**src/rtl/enemy_formation.sv**
```systemverilog
// enemy_formation
// Eight-enemy invader row: position, alive mask and march state machine,
// plus a registered per-pixel sprite-ROM address lookup.
//
// Ports:
//   clk, rst        - clock, synchronous active-high reset
//   frame_tick      - one-cycle pulse per video frame
//   pix_valid       - current pixel is in the active area
//   pix_x, pix_y    - current pixel coordinate
//   kill[7:0]       - bit i pulse clears alive[i]
//   addr_out[95:0]  - enemy i sprite address in bits [12i+11:12i] (0 when not hit)
//   rden[7:0]       - one-hot enable of the enemy hit by the pixel, else 0
//   alive[7:0]      - alive mask
//   invaded         - formation reached FLOOR_Y (sticky)
//   all_dead        - alive == 0
module enemy_formation #(
    parameter int SPR_W       = 64,
    parameter int SPR_H       = 64,
    parameter int SPACING     = 72,
    parameter int START_X     = 32,
    parameter int START_Y     = 40,
    parameter int STEP        = 2,
    parameter int DROP        = 16,
    parameter int MOVE_DIV    = 4,
    parameter int LEFT_BOUND  = 0,
    parameter int RIGHT_BOUND = 640,
    parameter int FLOOR_Y     = 480
) (
    input  logic        clk,
    input  logic        rst,
    input  logic        frame_tick,
    input  logic        pix_valid,
    input  logic [10:0] pix_x,
    input  logic [9:0]  pix_y,
    input  logic [7:0]  kill,
    output logic [95:0] addr_out,
    output logic [7:0]  rden,
    output logic [7:0]  alive,
    output logic        invaded,
    output logic        all_dead
);

    localparam int NUM_EN = 8;

    // All geometry is done in 12-bit unsigned so x_i + SPR_W never wraps.
    localparam logic [11:0] SPAN_W   = 12'((NUM_EN - 1) * SPACING + SPR_W);
    localparam logic [11:0] STEP_W   = 12'(STEP);
    localparam logic [11:0] DROP_W   = 12'(DROP);
    localparam logic [11:0] SPRW_W   = 12'(SPR_W);
    localparam logic [11:0] SPRH_W   = 12'(SPR_H);
    localparam logic [11:0] RB_W     = 12'(RIGHT_BOUND);
    localparam logic [11:0] LB_W     = 12'(LEFT_BOUND);
    localparam logic [11:0] FLOOR_W  = 12'(FLOOR_Y);
    localparam logic [15:0] DIV_LAST = 16'(MOVE_DIV - 1);

    typedef enum logic [1:0] {S_RIGHT, S_LEFT, S_HALT} state_t;

    state_t      state, state_nx;
    logic [11:0] base_x, base_x_nx;
    logic [11:0] base_y, base_y_nx;
    logic [15:0] div_cnt, div_nx;
    logic [7:0]  alive_nx;
    logic        invaded_nx;
    logic        march;
    logic        step;
    logic [11:0] drop_y;

    assign all_dead = (alive == 8'h00);

    // ---------------- movement FSM: next state ----------------
    always_comb begin
        state_nx   = state;
        base_x_nx  = base_x;
        base_y_nx  = base_y;
        div_nx     = div_cnt;
        invaded_nx = invaded;
        alive_nx   = alive & ~kill;
        drop_y     = base_y + DROP_W;

        // A fully dead formation stops marching at once, even before HALT lands.
        march = frame_tick && (state != S_HALT) && !all_dead;
        step  = march && (div_cnt == DIV_LAST);

        if (march)
            div_nx = (div_cnt == DIV_LAST) ? 16'd0 : div_cnt + 16'd1;

        if (step) begin
            if (state == S_RIGHT) begin
                if (base_x + SPAN_W + STEP_W > RB_W) begin
                    base_y_nx = drop_y;
                    state_nx  = S_LEFT;
                end else begin
                    base_x_nx = base_x + STEP_W;
                end
            end else begin
                if (base_x < LB_W + STEP_W) begin
                    base_y_nx = drop_y;
                    state_nx  = S_RIGHT;
                end else begin
                    base_x_nx = base_x - STEP_W;
                end
            end
            // Only a drop changes base_y, so this check is the post-drop test.
            if (base_y_nx != base_y && base_y_nx + SPRH_W >= FLOOR_W) begin
                state_nx   = S_HALT;
                invaded_nx = 1'b1;
            end
        end

        if (all_dead)
            state_nx = S_HALT;
    end

    always_ff @(posedge clk) begin
        if (rst) begin
            state   <= S_RIGHT;
            base_x  <= 12'(START_X);
            base_y  <= 12'(START_Y);
            div_cnt <= 16'd0;
            alive   <= 8'hFF;
            invaded <= 1'b0;
        end else begin
            state   <= state_nx;
            base_x  <= base_x_nx;
            base_y  <= base_y_nx;
            div_cnt <= div_nx;
            alive   <= alive_nx;
            invaded <= invaded_nx;
        end
    end

    // ---------------- pixel lookup ----------------
    logic [11:0]              px, py;
    logic [NUM_EN-1:0]        hit;
    logic [NUM_EN-1:0][11:0]  lane_addr;
    logic [NUM_EN-1:0]        rden_nx;
    logic [95:0]              addr_nx;

    assign px = {1'b0, pix_x};
    assign py = {2'b00, pix_y};

    for (genvar i = 0; i < NUM_EN; i++) begin : g_lane
        logic [11:0] xi, dx, dy;
        assign xi = base_x + 12'(i * SPACING);
        assign dx = px - xi;
        assign dy = py - base_y;
        assign hit[i] = pix_valid && alive[i] &&
                        (px >= xi) && (px < xi + SPRW_W) &&
                        (py >= base_y) && (py < base_y + SPRH_W);
        assign lane_addr[i] = {dy[5:0], dx[5:0]};
    end

    // Lowest index wins should overlapping sprites ever hit together.
    always_comb begin
        rden_nx = '0;
        addr_nx = '0;
        for (int i = NUM_EN - 1; i >= 0; i--) begin
            if (hit[i]) begin
                rden_nx = '0;
                addr_nx = '0;
                rden_nx[i] = 1'b1;
                addr_nx[12*i +: 12] = lane_addr[i];
            end
        end
    end

    always_ff @(posedge clk) begin
        if (rst) begin
            rden     <= '0;
            addr_out <= '0;
        end else begin
            rden     <= rden_nx;
            addr_out <= addr_nx;
        end
    end

endmodule

```
**config.mk**
```make
export PLATFORM = sky130hd
export DESIGN_NAME = enemy_formation
export DESIGN_NICKNAME = d
export VERILOG_FILES = /design/src/rtl/enemy_formation.sv
export SDC_FILE = /design/constraint.sdc
export NUM_CORES = 1
export LEC_CHECK = 0
export BUFFER_PORTS_ARGS = -buffer_cell sky130_fd_sc_hd__buf_4
export CAP_MARGIN = 20
export CORE_MARGIN = 2
export CORE_UTILIZATION = 53
export DETAILED_ROUTE_END_ITERATION = 7
export GPL_ROUTABILITY_DRIVEN = 1
export PLACE_DENSITY = 0.78
export SYNTH_ARGS = -nofsm -noshare
export SYNTH_HDL_FRONTEND = slang
export SYNTH_SLANG_ARGS = --single-unit
export TNS_END_PERCENT = 1
```
**constraint.sdc**
```tcl
create_clock -name clk -period 4 [get_ports clk]
set_clock_uncertainty 0.15 [all_clocks]
set_input_delay 0 -clock clk [delete_from_list [all_inputs] [get_ports clk]]
set_output_delay 0 -clock clk [all_outputs]
set_load 0.02 [all_outputs]
```
After elaboration in Yosys (flattened, before gate mapping) --
Index checks and enable logic that the tools add are counted.
Word-level totals: bits in registers 155, input port bits 33, output and inout bits 114, logic and storage cells 178
Cells by class: $add $sub $neg 32, $lt $le $gt $ge 21, equality and inequality tests 7, multiplexer cells 29, bitwise logic cells 3, reduce and logical (&&, ||, !) cells 63
Operators by type and width (count):
- 12-bit by 7-bit adder with 12-bit output (second input constant) | 11
- 11-bit by 12-bit greater-or-equal comparator with 1-bit output | 8
- 11-bit by 12-bit less-than comparator with 1-bit output | 8
- 12-bit 2-to-1 mux | 8
- 84-bit 2-to-1 mux | 1
- 72-bit 2-to-1 mux | 1
- 60-bit 2-to-1 mux | 1
- 6-bit subtractor | 9
- 12-bit by 9-bit adder with 12-bit output (second input constant) | 4
- 48-bit 2-to-1 mux | 1
- 1-bit logical AND | 44
- 36-bit 2-to-1 mux | 1
- 12-bit by 2-bit adder with 12-bit output (second input constant) | 2
- 12-bit by 8-bit adder with 12-bit output (second input constant) | 2
- 24-bit 2-to-1 mux | 1
- 16-bit by 1-bit adder with 16-bit output (second input constant) | 1
- 16-bit by 2-bit == test with 1-bit output (second input constant) | 1
- 16-bit 2-to-1 mux | 1
- 2-bit 2-to-1 mux | 7
- 12-bit by 10-bit adder with 12-bit output (second input constant) | 1
- 12-bit by 5-bit adder with 12-bit output (second input constant) | 1
- 10-bit by 12-bit greater-or-equal comparator with 1-bit output | 1
- 12-bit by 9-bit greater-or-equal comparator with 1-bit output (second input constant) | 1
- 12-bit by 10-bit > comparator with 1-bit output (second input constant) | 1
- 33 further kinds | 38

Logic depth before layout (Yosys ltp) --
Gate-level depths: netlist of run 1.
depth in word-level cells 14, mapped depth 20, depth with buffers taken out 18

Worst setup path after synthesis of run 1 --
No wires, ideal clock.
path kind register to register, start point register base_x[6], end point register rden[7], setup time 132 ps, data arrival time 3743 ps, required time 3718 ps, path slack -25 ps, stages on the path, launching flop included 18, path buffers 1, period minus slack after synthesis 4025 ps, cell sequence dfxtp_1 clkinv_1 ha_1 a21oi_1 xnor2_1 ha_1 xor2_1 ha_1 a21o_1 a211o_1 o22ai_1 a31o_1 a21oi_1 a211o_1 o21a_1 o22ai_2 clkbuf_1 nor3_1
On the way: word-level cells in the longest chain between the ends 7, elaborated cells between the ends (all ways) 65, classes of those cells add/sub: 15; order compare: 16; mux: 1; reduce/logical: 33
Ends and longest elaborated chain:
- start, declared | RTL line 59 | logic [11:0] base_x, base_x_nx;
- start signal, assigned | RTL line 117 | base_x <= 12'(START_X);
- start signal, assigned | RTL line 124 | base_x <= base_x_nx;
- 12-bit by 7-bit adder with 12-bit output (tied with other cells) | RTL line 144 | assign xi = base_x + 12'(i * SPACING);
- 12-bit by 7-bit adder with 12-bit output or 11-bit by 12-bit greater-or-equal comparator with 1-bit output (tied branches) | RTL line 148 | (px >= xi) && (px < xi + SPRW_W) &&
- 11-bit by 12-bit less-than comparator with 1-bit output or 1-bit logical AND (tied branches) | RTL line 148, 147
- 1-bit logical AND (2 in a row) | RTL line 148
- 1-bit logical AND | RTL line 149 | (py >= base_y) && (py < base_y + SPRH_W);
- 8-bit OR reduction (no line) or 8-bit 2-to-1 mux (tied branches)
- end signal, assigned | RTL line 172 | rden <= rden_nx;
- end, declared | RTL line 37 | output logic [7:0] rden,
Several ways; a longest one is shown, not always the timed one. A chain may end at the register's enable or synchronous reset.

Final worst setup path of run 1 --
start point register base_x[5], end point register addr_out[88]
On the way: word-level cells in the longest chain between the ends 8, elaborated cells between the ends (all ways) 65, classes of those cells add/sub: 15; order compare: 16; bitwise: 1; reduce/logical: 33
Ends and longest elaborated chain:
- 12-bit by 9-bit adder with 12-bit output | RTL line 144
- 12-bit by 7-bit adder with 12-bit output or 11-bit by 12-bit greater-or-equal comparator with 1-bit output (tied branches) | RTL line 148
- 11-bit by 12-bit less-than comparator with 1-bit output or 1-bit logical AND (tied branches) | RTL line 148, 147
- 1-bit logical AND (2 in a row) | RTL line 148
- 1-bit logical AND | RTL line 149
- 1-bit inverter (no line)
- 9-bit OR reduction (no line) (*)
- end signal, assigned | RTL line 173 | addr_out <= addr_nx;
- end, declared | RTL line 36 | output logic [95:0] addr_out,
Mark *: on every way between the ends. The rest lies on a longest branch, timed or not.

==> results.json, run 1 <==
{
  "die_x_um": 140,
  "synthCells": 1138,
  "detail-route-antenna-nets": 0,
  "synth_flop_cell": "dfxtp_1",
  "total_power_mw": 3.62,
  "start_util_pct": 54.1,
  "critPathArrivalTime_ns": 4.06,
  "first_iter_violations": 834,
  "tritoncts": "built",
  "worstPathCellList": "inv_1 -> ha_1 -> a21boi_0 -> buf_4 -> xnor2_1 -> inv_1 -> ha_1 -> xor2_1 -> ha_1 -> o21a_1 -> o221ai_1 -> a21oi_1 -> o211ai_1 -> a31oi_1 -> o2111ai_2 -> buf_12 -> nor4_2",
  "drt-pass1-iter-count": 5,
  "setup_viol": 0,
  "timing.critical_path.buf_inv": 4,
  "whs_ns": -0.0138,
  "power.density_nw_per_um2": 293,
  "synth_area_per_cell_um2": 8.57,
  "grt_antenna_before_repair": 0,
  "relSlewSlack_pct": 20.5,
  "rsz0062_at_grt": "yes",
  "grt_overflow": 0,
  "synth_most_common_cell": "dfxtp_1",
  "drc_errors": 0,
  "row_count": 49,
  "fmax_mhz": 258,
  "synthDistinctLibCells": 78,
  "clockBufferDepth": 2,
  "clockRootBuffer": "clkbuf_16",
  "critPathMaxStageDelay_ns": 0.36,
  "drt_wl_total_um": 31100,
  "maxCapViolations": 0,
  "critPathCaptureType": "flip-flop",
  "synth_fp_nets": 1308,
  "leakage_nw": 5.30,
  "synth_edf_count": 0,
  "final_hold_viol_count": 2,
  "num_antenna_cells": 0,
  "numCtsBuffers": 17,
  "grt_max_degree": 40,
  "port_buffers": 146,
  "violations": "hold timing",
  "min_period_ns": 3.87,
  "synth-seq-cells": 150,
  "io_pins": 147,
  "core_area_um2": 18000,
  "setup_ws_ns": 0.126,
  "final_nets": 1490,
  "vias": 9380,
  "yosys-top-cells-count": "dfxtp_1, ha_1, nor2_1",
  "yosys_warnings": 0,
  "dieArea_um2": 19500,
  "path_class": "flip-flop to flip-flop",
  "finalMaxSlewViolations": 0,
  "place_ws_ns": -0.0845,
  "place.gp.congestion": 1.08,
  "cpMostUsedCell": "ha_1",
  "die_height_um": 140,
  "yosysTopAreaCellShare_pct": 30.8,
  "hold_class": "input pin to flip-flop",
  "finalCritPeriodShare_pct": 96.8,
  "synth_area_um2": 9750,
  "ys_seq_area_share_pct": 30.8,
  "grt_pass1_wl_um": 47900,
  "grt_pass1_vias": 9031,
  "drive_gt1_share_pct": 21.2,
  "track_usage_pct": 30.8,
  "max-vdd-ir-drop_uv": 325,
  "dpl.hpwl_um": 22100,
  "drt-wirelength-per-cell_um": 19.9,
  "cp_max_fo": 26,
  "area_growth_pct": 26.8,
  "ys_async_sr_fraction_pct": 0,
  "tightest_slew_ns": 1.18,
  "avgViaCountPerCell": 6.01,
  "synth_top_cell_by_area": "dfxtp_1",
  "htree_levels": 4,
  "worstPathRequired_ns": 4.18,
  "cts_sinks": 150,
  "cp_slowest_cell": "dfxtp_2",
  "status": "complete, but fails checks",
  "clock_latency_ns": 0.44,
  "cp_top_family": "compound AO/OA/AOI/OAI gates",
  "nFillCells": 1408,
  "cts.clk_slew.worst_paths_ns": 0.07,
  "synth_area_leaders": "dfxtp_1, ha_1, xnor2_1, nor2_1, nor4_1",
  "critPathLaunchType": "flip-flop"
}
cells in the final DEF, fill, tap and decap left out, types with 19 or more instances in the layout:
cell,instances
buf_4,189
nand3_1,31
nor4_1,53
dfxtp_1,146
inv_1,84
nand2_1,45
a21oi_1,56
ha_1,128
xor2_1,31
o21ai_0,49
clkbuf_16,19
xnor2_1,77
nor2_1,115
nor3_1,39
cell type report:
cell class / count / area, µm² / area share (%)
sequential: 150 / 3010 / 24.3
clock buffer: 17 / 425 / 3.44
timing repair buffer: 215 / 1750 / 14.1
multi-input combinational: 844 / 6340 / 51.3
tap: 229 / 287 / 2.32
inverter: 92 / 352 / 2.84
clock inverter: 15 / 199 / 1.61
stage by stage:
| stage | setup TNS, ns | std cells | util, % | area (µm²) | hold WS [ns] |
|---|---|---|---|---|---|
| 6_report | 0 | 1562 | 68.6 | 12400 | -0.0138 |
| 5_1_grt | -0.513 | 1562 | 68.6 | 12400 | 0.00298 |
| 4_1_cts | 0 | 1556 | 66.9 | 12100 | 0.00416 |
| 3_5_place_dp | -0.279 | 1507 | 62.5 | 11300 | 0.0381 |
| 3_3_place_gp | 0 | 1507 | 62.5 | 11300 | 0.0331 |
| 2_1_floorplan | 0 | 1138 | - | 9760 | -0.0496 |
state kept, by name, indices dropped and copies added (netlist names):
name,count
state,2
rden,8
addr_out,96
base_y,8
base_x,11
alive,8
div_cnt,16
invaded,1
cell families after synthesis:
group	Yosys count	synth area share, %
simple gates	362	18.7
mux	1	0.103
xor+xnor	119	10.8
fa+ha+maj	137	17.7
flops	150	30.8
buf+inv	144	6.04
compound gates	225	15.8
tightest hold or removal path: stages:
cell	delay [ns]
buf_4	0.09
fa_1	0.15
inv_1	0.15
nor2_1	0.14
what timing repair did:
action	CTS	global route
cloned	0	4
resized for setup	3	39
setup buffers	0	2
endpoints found under the hold margin	71	0
pin swaps	0	6
setup endpoints to repair	40	93
hold buffers	17	0
final timing paths:
kind	from	end	slack [ns]	cells after the start
setup / recovery	base_x[5]	addr_out[88]	0.13	17
hold / removal	pix_y[4]	addr_out[22]	-0.01	4
setup reg to reg	base_x[5]	addr_out[88]	0.13	17
hold reg to reg	invaded	invaded	0.32	2
per-layer routing:
| layer | part of all wire, % | vias up | wire length [µm] | track usage, % |
|---|---|---|---|---|
| li1 | - | 4389 | - | - |
| met1 | 41 | 4462 | 12700 | 38.2 |
| met2 | 48 | 436 | 15000 | 52.1 |
| met3 | 6.9 | 93 | 2130 | 4.34 |
| met4 | 4.1 | 0 | 1280 | 15.8 |
| met5 | 0 | - | 0 | 0 |
where the power goes:
part | internal, mW | total, mW | switching [mW]
Combinational | 0.166 | 0.413 | 0.246
Clock | 0.912 | 1.69 | 0.777
Sequential | 1.51 | 1.52 | 0.0122
Total | 2.58 | 3.62 | 1.04
No activity file was read; power rests on OpenSTA's default activity.
==> run 2: changes to the inputs <==
Settings changed: CORE_MARGIN 2 to not set.
==> run 2 against run 1 <==
  * Register-to-register slack got worse by 0.07 ns
  * Core utilization is 0.097 points lower
  * Design area fell by 0.14%
  * Critical endpoint is now addr_out[90]
  * Clock power is essentially flat
  * Wire length down 1.1%
  * The flow now finishes without violations
  * Sequential power barely moved
  * Combinational power about the same
  * Worst setup slack got worse by 0.067 ns
  * Worst hold slack improved by 0.043 ns
  * Critical path depth decreased by 1
==> results.json, run 2 (synthesis results as in run 1) <==
{
  "clockRootBuffer": "clkbuf_16",
  "io_pins": 147,
  "place_inst": 1507,
  "hold_class": "input pin to flip-flop",
  "first_iter_violations": 828,
  "path_class": "flip-flop to flip-flop",
  "grt_pass1_vias": 8816,
  "final_common_cell": "buf_4",
  "final_nets": 1489,
  "die_x_um": 138,
  "drive_gt1_share_pct": 21.4,
  "numCtsBuffers": 17,
  "finalMaxSlewViolations": 0,
  "avgViaCountPerCell": 5.96,
  "regMostFlops": "addr_out",
  "critPathCaptureType": "flip-flop",
  "reg.largest.list": "addr_out (96), div_cnt (16), base_x (11)",
  "die_height_um": 138,
  "cts_sinks": 150,
  "tritoncts": "built",
  "setup_tns_ns": 0,
  "fmax_mhz": 254,
  "port_buffers": 146,
  "maxCapViolations": 0,
  "finalCritPeriodShare_pct": 98.5,
  "whs_ns": 0.0296,
  "critPathArrivalTime_ns": 4.10,
  "area_growth_pct": 26.6,
  "setup_ws_ns": 0.0598,
  "track_usage_pct": 31.6,
  "htree_levels": 4,
  "place.gp.congestion": 0.992,
  "grt_antenna_before_repair": 0,
  "detail-route-antenna-nets": 0,
  "num_antenna_cells": 0,
  "nFillCells": 1394,
  "start_util_pct": 54.1,
  "drt_wl_total_um": 30800,
  "cts.clk_slew.worst_paths_ns": 0.08,
  "row_count": 49,
  "tightest_slew_ns": 1.06,
  "core_area_um2": 18000,
  "min_period_ns": 3.94,
  "clock_latency_ns": 0.45,
  "total_power_mw": 3.60,
  "worstPathCellList": "inv_1 -> buf_4 -> ha_1 -> buf_4 -> nand2_1 -> a21o_1 -> xnor2_2 -> xor2_1 -> ha_1 -> a21o_1 -> a211o_1 -> a31oi_1 -> or4_1 -> nand4_1 -> buf_12 -> nor4_1",
  "drt-wirelength-per-cell_um": 19.7,
  "power.density_nw_per_um2": 292,
  "rsz0062_at_grt": "yes",
  "critPathMaxStageDelay_ns": 0.39,
  "grt_pass1_wl_um": 45600,
  "grt_max_degree": 40,
  "drc_errors": 0,
  "largest_register_ffs": 96,
  "final_cells": 1561,
  "relSlewSlack_pct": 28.8,
  "critPathLaunchType": "flip-flop",
  "cp_slowest_cell": "dfxtp_2",
  "grt_overflow": 0,
  "final_cell_mix": "buf_4, dfxtp_1, ha_1",
  "drt-pass1-iter-count": 7,
  "dpl.hpwl_um": 21800,
  "clockBufferDepth": 2,
  "final_hold_viol_count": 0,
  "max-vdd-ir-drop_uv": 319,
  "status": "finished clean",
  "worstPathRequired_ns": 4.16,
  "leakage_nw": 5.31,
  "dieArea_um2": 19000,
  "place_ws_ns": -0.121,
  "vias": 9308,
  "setup_viol": 0,
  "cp_max_fo": 13
}
## run 2: changes by cell type in the layout (fill, tap and decap cells not counted), sizes merged
cell / delta
dlygate4sd3: -1
clkinv: +3
bufinv: -1
clkinvlp: -2
## run 2: per-layer routing
layer / vias up / GRT usage, % / wire length [µm]
met1: 4360 / 38.1 / 12200
li1: 4391 / - / -
met2: 446 / 51.5 / 14500
met4: 0 / 19.7 / 1580
met5: - / 0 / 0
met3: 111 / 6.36 / 2530
## run 2: area by class of cell
class | count | area [µm²] | share of cell area (%)
tap | 229 | 287 | 2.32
clock inverter | 15 | 196 | 1.59
multi-input combinational | 844 | 6340 | 51.4
sequential | 150 | 3010 | 24.4
inverter | 92 | 348 | 2.82
clock buffer | 17 | 425 | 3.45
timing repair buffer | 214 | 1740 | 14.1
## run 2: stage by stage
| stage | util (%) | instance area [µm²] |
|---|---|---|
| global placement | 62.6 | 11300 |
| finish | 68.5 | 12300 |
| global route | 68.5 | 12300 |
| detailed placement | 62.6 | 11300 |
| floorplan | - | 9760 |
| CTS | 67.1 | 12100 |
## run 2: worst paths after layout
| path | start | to | slack, ns | cells past startpoint |
|---|---|---|---|---|
| worst min-delay path | pix_x[4] | addr_out[16] | 0.03 | 4 |
| worst max register to register | base_x[4] | addr_out[90] | 0.06 | 16 |
| worst min register to register | invaded | invaded | 0.31 | 2 |
| worst max-delay path | base_x[4] | addr_out[90] | 0.06 | 16 |
## run 2: repair_timing
| item | 4_1_cts | 5_1_grt |
|---|---|---|
| setup buffers | 0 | 2 |
| endpoints found under the hold margin | 72 | 0 |
| hold buffers | 16 | 0 |
| gates cloned | 0 | 4 |
| setup endpoints to repair | 21 | 91 |
| pin swaps | 0 | 2 |
| resized for setup | 5 | 33 |
## run 2: worst max-delay path: cells and delay by family (launching register included)
kind,cells,cell delay (ns)
AOI/OAI and AO/OA,4,0.90
adders and majority gates,2,0.50
xor gates and xnor gates,2,0.45
DFF,1,0.39
and+or+nand+nor,4,0.71
buffers and inverters,4,0.69
## run 2: power breakdown
part | internal, mW | leakage, nW | switching, mW
Sequential | 1.51 | 1.21 | 0.0122
Clock | 0.860 | 0.302 | 0.806
Combinational | 0.168 | 3.79 | 0.248
Total | 2.53 | 5.31 | 1.07
==> run 3: changes to the inputs <==
Settings changed: CORE_UTILIZATION 53 to 54, CTS_BUF_LIST set to sky130_fd_sc_hd__clkbuf_8, PLACE_DENSITY 0.78 to 0.79.
==> run 3 against run 2 <==
  * First-iteration DRC count shrank 8.3%
  * Flip-flop and latch count is the same
  * Non-clock buffer count grew 8
  * Final cell count grew 0.26%
  * Core utilization grew 1.1 points
  * Die area shrank 1.8%
  * Clock-buffer cell count is the same
  * Design area shrank 1.4%
  * Combinational power is essentially flat
  * Clock power shrank 26%
  * Sequential power is essentially flat
  * Highest routed layer unchanged
==> results.json, run 3 (synthesis results as in run 1) <==
{
  "fmax_mhz": 253,
  "finalCritPeriodShare_pct": 98.8,
  "drt-wirelength-per-cell_um": 19.4,
  "grt_overflow": 0,
  "largest_register_ffs": 96,
  "tightest_slew_ns": 0.987,
  "critPathArrivalTime_ns": 4.14,
  "num_antenna_cells": 0,
  "vias": 9296,
  "clockBufferDepth": 2,
  "critPathCaptureType": "flip-flop",
  "detail-route-antenna-nets": 0,
  "grt_pass1_wl_um": 45800,
  "min_period_ns": 3.95,
  "hold_class": "input pin to flip-flop",
  "leakage_nw": 5.24,
  "place_ws_ns": -0.0277,
  "final_hold_viol_count": 0,
  "max-vdd-ir-drop_uv": 300,
  "power.density_nw_per_um2": 260,
  "whs_ns": 0.0716,
  "clock_latency_ns": 0.46,
  "area_growth_pct": 24.8,
  "drt_wl_total_um": 30300,
  "path_depth": 16,
  "rr_worst_depth": 16,
  "setup_viol": 0,
  "postPlaceCellArea_um2": 11300,
  "grt_max_degree": 40,
  "final_cell_mix": "buf_4, dfxtp_1, ha_1",
  "multi_input_area_um2": 6290,
  "final_cell_area_um2": 12200,
  "critPathLaunchType": "flip-flop",
  "nFillCells": 1329,
  "timing.critical_path.buf_inv": 4,
  "grt_antenna_before_repair": 0,
  "die_x_um": 136,
  "htree_levels": 4,
  "seqCellArea_um2": 3010,
  "clockRootBuffer": "clkbuf_8",
  "port_buffers": 146,
  "tritoncts": "built",
  "cpMostUsedCell": "ha_1",
  "regMostFlops": "addr_out",
  "critPathMaxStageDelay_ns": 0.43,
  "reg.largest.list": "addr_out (96), div_cnt (16), base_x (11)",
  "worstPathCellList": "inv_1 -> buf_4 -> ha_1 -> a21oi_1 -> xnor2_1 -> inv_1 -> ha_1 -> xor2_1 -> ha_1 -> a21o_1 -> a211o_1 -> a31oi_1 -> or4_1 -> nand4_1 -> buf_12 -> nor4_1",
  "cp_max_fo": 13,
  "avgViaCountPerCell": 5.94,
  "path_class": "flip-flop to flip-flop",
  "hold_depth": 6,
  "place_inst": 1509,
  "cts.clk_slew.worst_paths_ns": 0.11,
  "start_util_pct": 55.8,
  "drc_errors": 0,
  "cts_sinks": 150,
  "drt-pass1-iter-count": 7,
  "first_iter_violations": 759,
  "die_height_um": 136,
  "core_area_um2": 17500,
  "numCtsBuffers": 17,
  "status": "finished clean",
  "io_pins": 147,
  "final_common_cell": "buf_4",
  "cp_top_family": "compound AO/OA/AOI/OAI gates",
  "track_usage_pct": 32.0,
  "finalMaxSlewViolations": 0,
  "setup_ws_ns": 0.0475,
  "drive_gt1_share_pct": 21.1,
  "relSlewSlack_pct": 33.7,
  "place.gp.congestion": 1.02,
  "maxCapViolations": 0,
  "final_nets": 1497,
  "grt_pass1_vias": 8858,
  "cp_slowest_cell": "dfxtp_4",
  "dpl.hpwl_um": 22000,
  "rsz0062_at_grt": "yes",
  "row_count": 48,
  "dieArea_um2": 18600,
  "worstPathRequired_ns": 4.19,
  "final_cells": 1565
}
==> run 3: cell types whose count changed in the layout (fill, tap and decap cells not counted), moves of 3 or more <==
cell,change
buf_4,+6
nor4_2,-4
clkbuf_16,-17
xnor2_2,-3
clkbuf_8,+17
xnor2_1,+3
nor4_1,+4
==> run 3: repair_timing <==
item                                    in CTS  in global routing
hold endpoints to repair                    77                  0
hold buffers                                18                  0
cloned                                       0                  5
pin swaps                                    0                  3
resized for setup                            1                 30
endpoints found under the setup margin      16                 93
buffers inserted                             0                  1
==> run 3: where the power goes <==
group	leakage (nW)	total, mW	internal (mW)	switching [mW]
registers	1.21	1.52	1.51	0.0117
logic	3.82	0.413	0.168	0.244
clock network	0.214	1.23	0.492	0.736
total	5.24	3.16	2.17	0.992
==> run 3: tightest hold or removal path, cell delays in order <==
cell	delay, ns
buf_4	0.11
nor4b_1	0.16
o211ai_4	0.17
a311oi_1	0.09
nand3_1	0.08
nor3_1	0.04
==> run 3: layout make-up <==
cell class | count | area share (%)
Multi-Input combinational cell | 844 | 51.7
Clock buffer | 17 | 1.92
Inverter | 92 | 2.86
Tap cell | 225 | 2.31
Clock inverter | 15 | 1.63
Timing Repair Buffer | 222 | 14.8
Sequential cell | 150 | 24.8
==> run 3: path summary, 6_finish.rpt <==
check	startpoint	endpoint	slack [ns]
min reg2reg	invaded	invaded	0.31
min	pix_valid	addr_out[53]	0.07
max	base_x[4]	addr_out[94]	0.05
max reg2reg	base_x[4]	addr_out[94]	0.05
==> run 3: stage by stage <==
stage / util, % / setup TNS, ns / total power [mW]
after global routing: 69.6 / -3.08 / 3.26
after detailed placement: 64.8 / -0.0856 / 1.92
after global placement: 64.8 / 0 / 1.91
final: 69.6 / 0 / 3.16
after floorplan: - / 0 / 1.77
after CTS: 68.4 / -0.0565 / 3.14
==> run 3: per-layer routing <==
| layer | wire [µm] | track usage [%] | vias to the layer above |
|---|---|---|---|
| met4 | 1270 | 16.5 | 0 |
| met1 | 12300 | 38.1 | 4341 |
| li1 | - | - | 4420 |
| met3 | 2300 | 6.45 | 83 |
| met2 | 14400 | 54.1 | 452 |
| met5 | 0 | 0 | - |
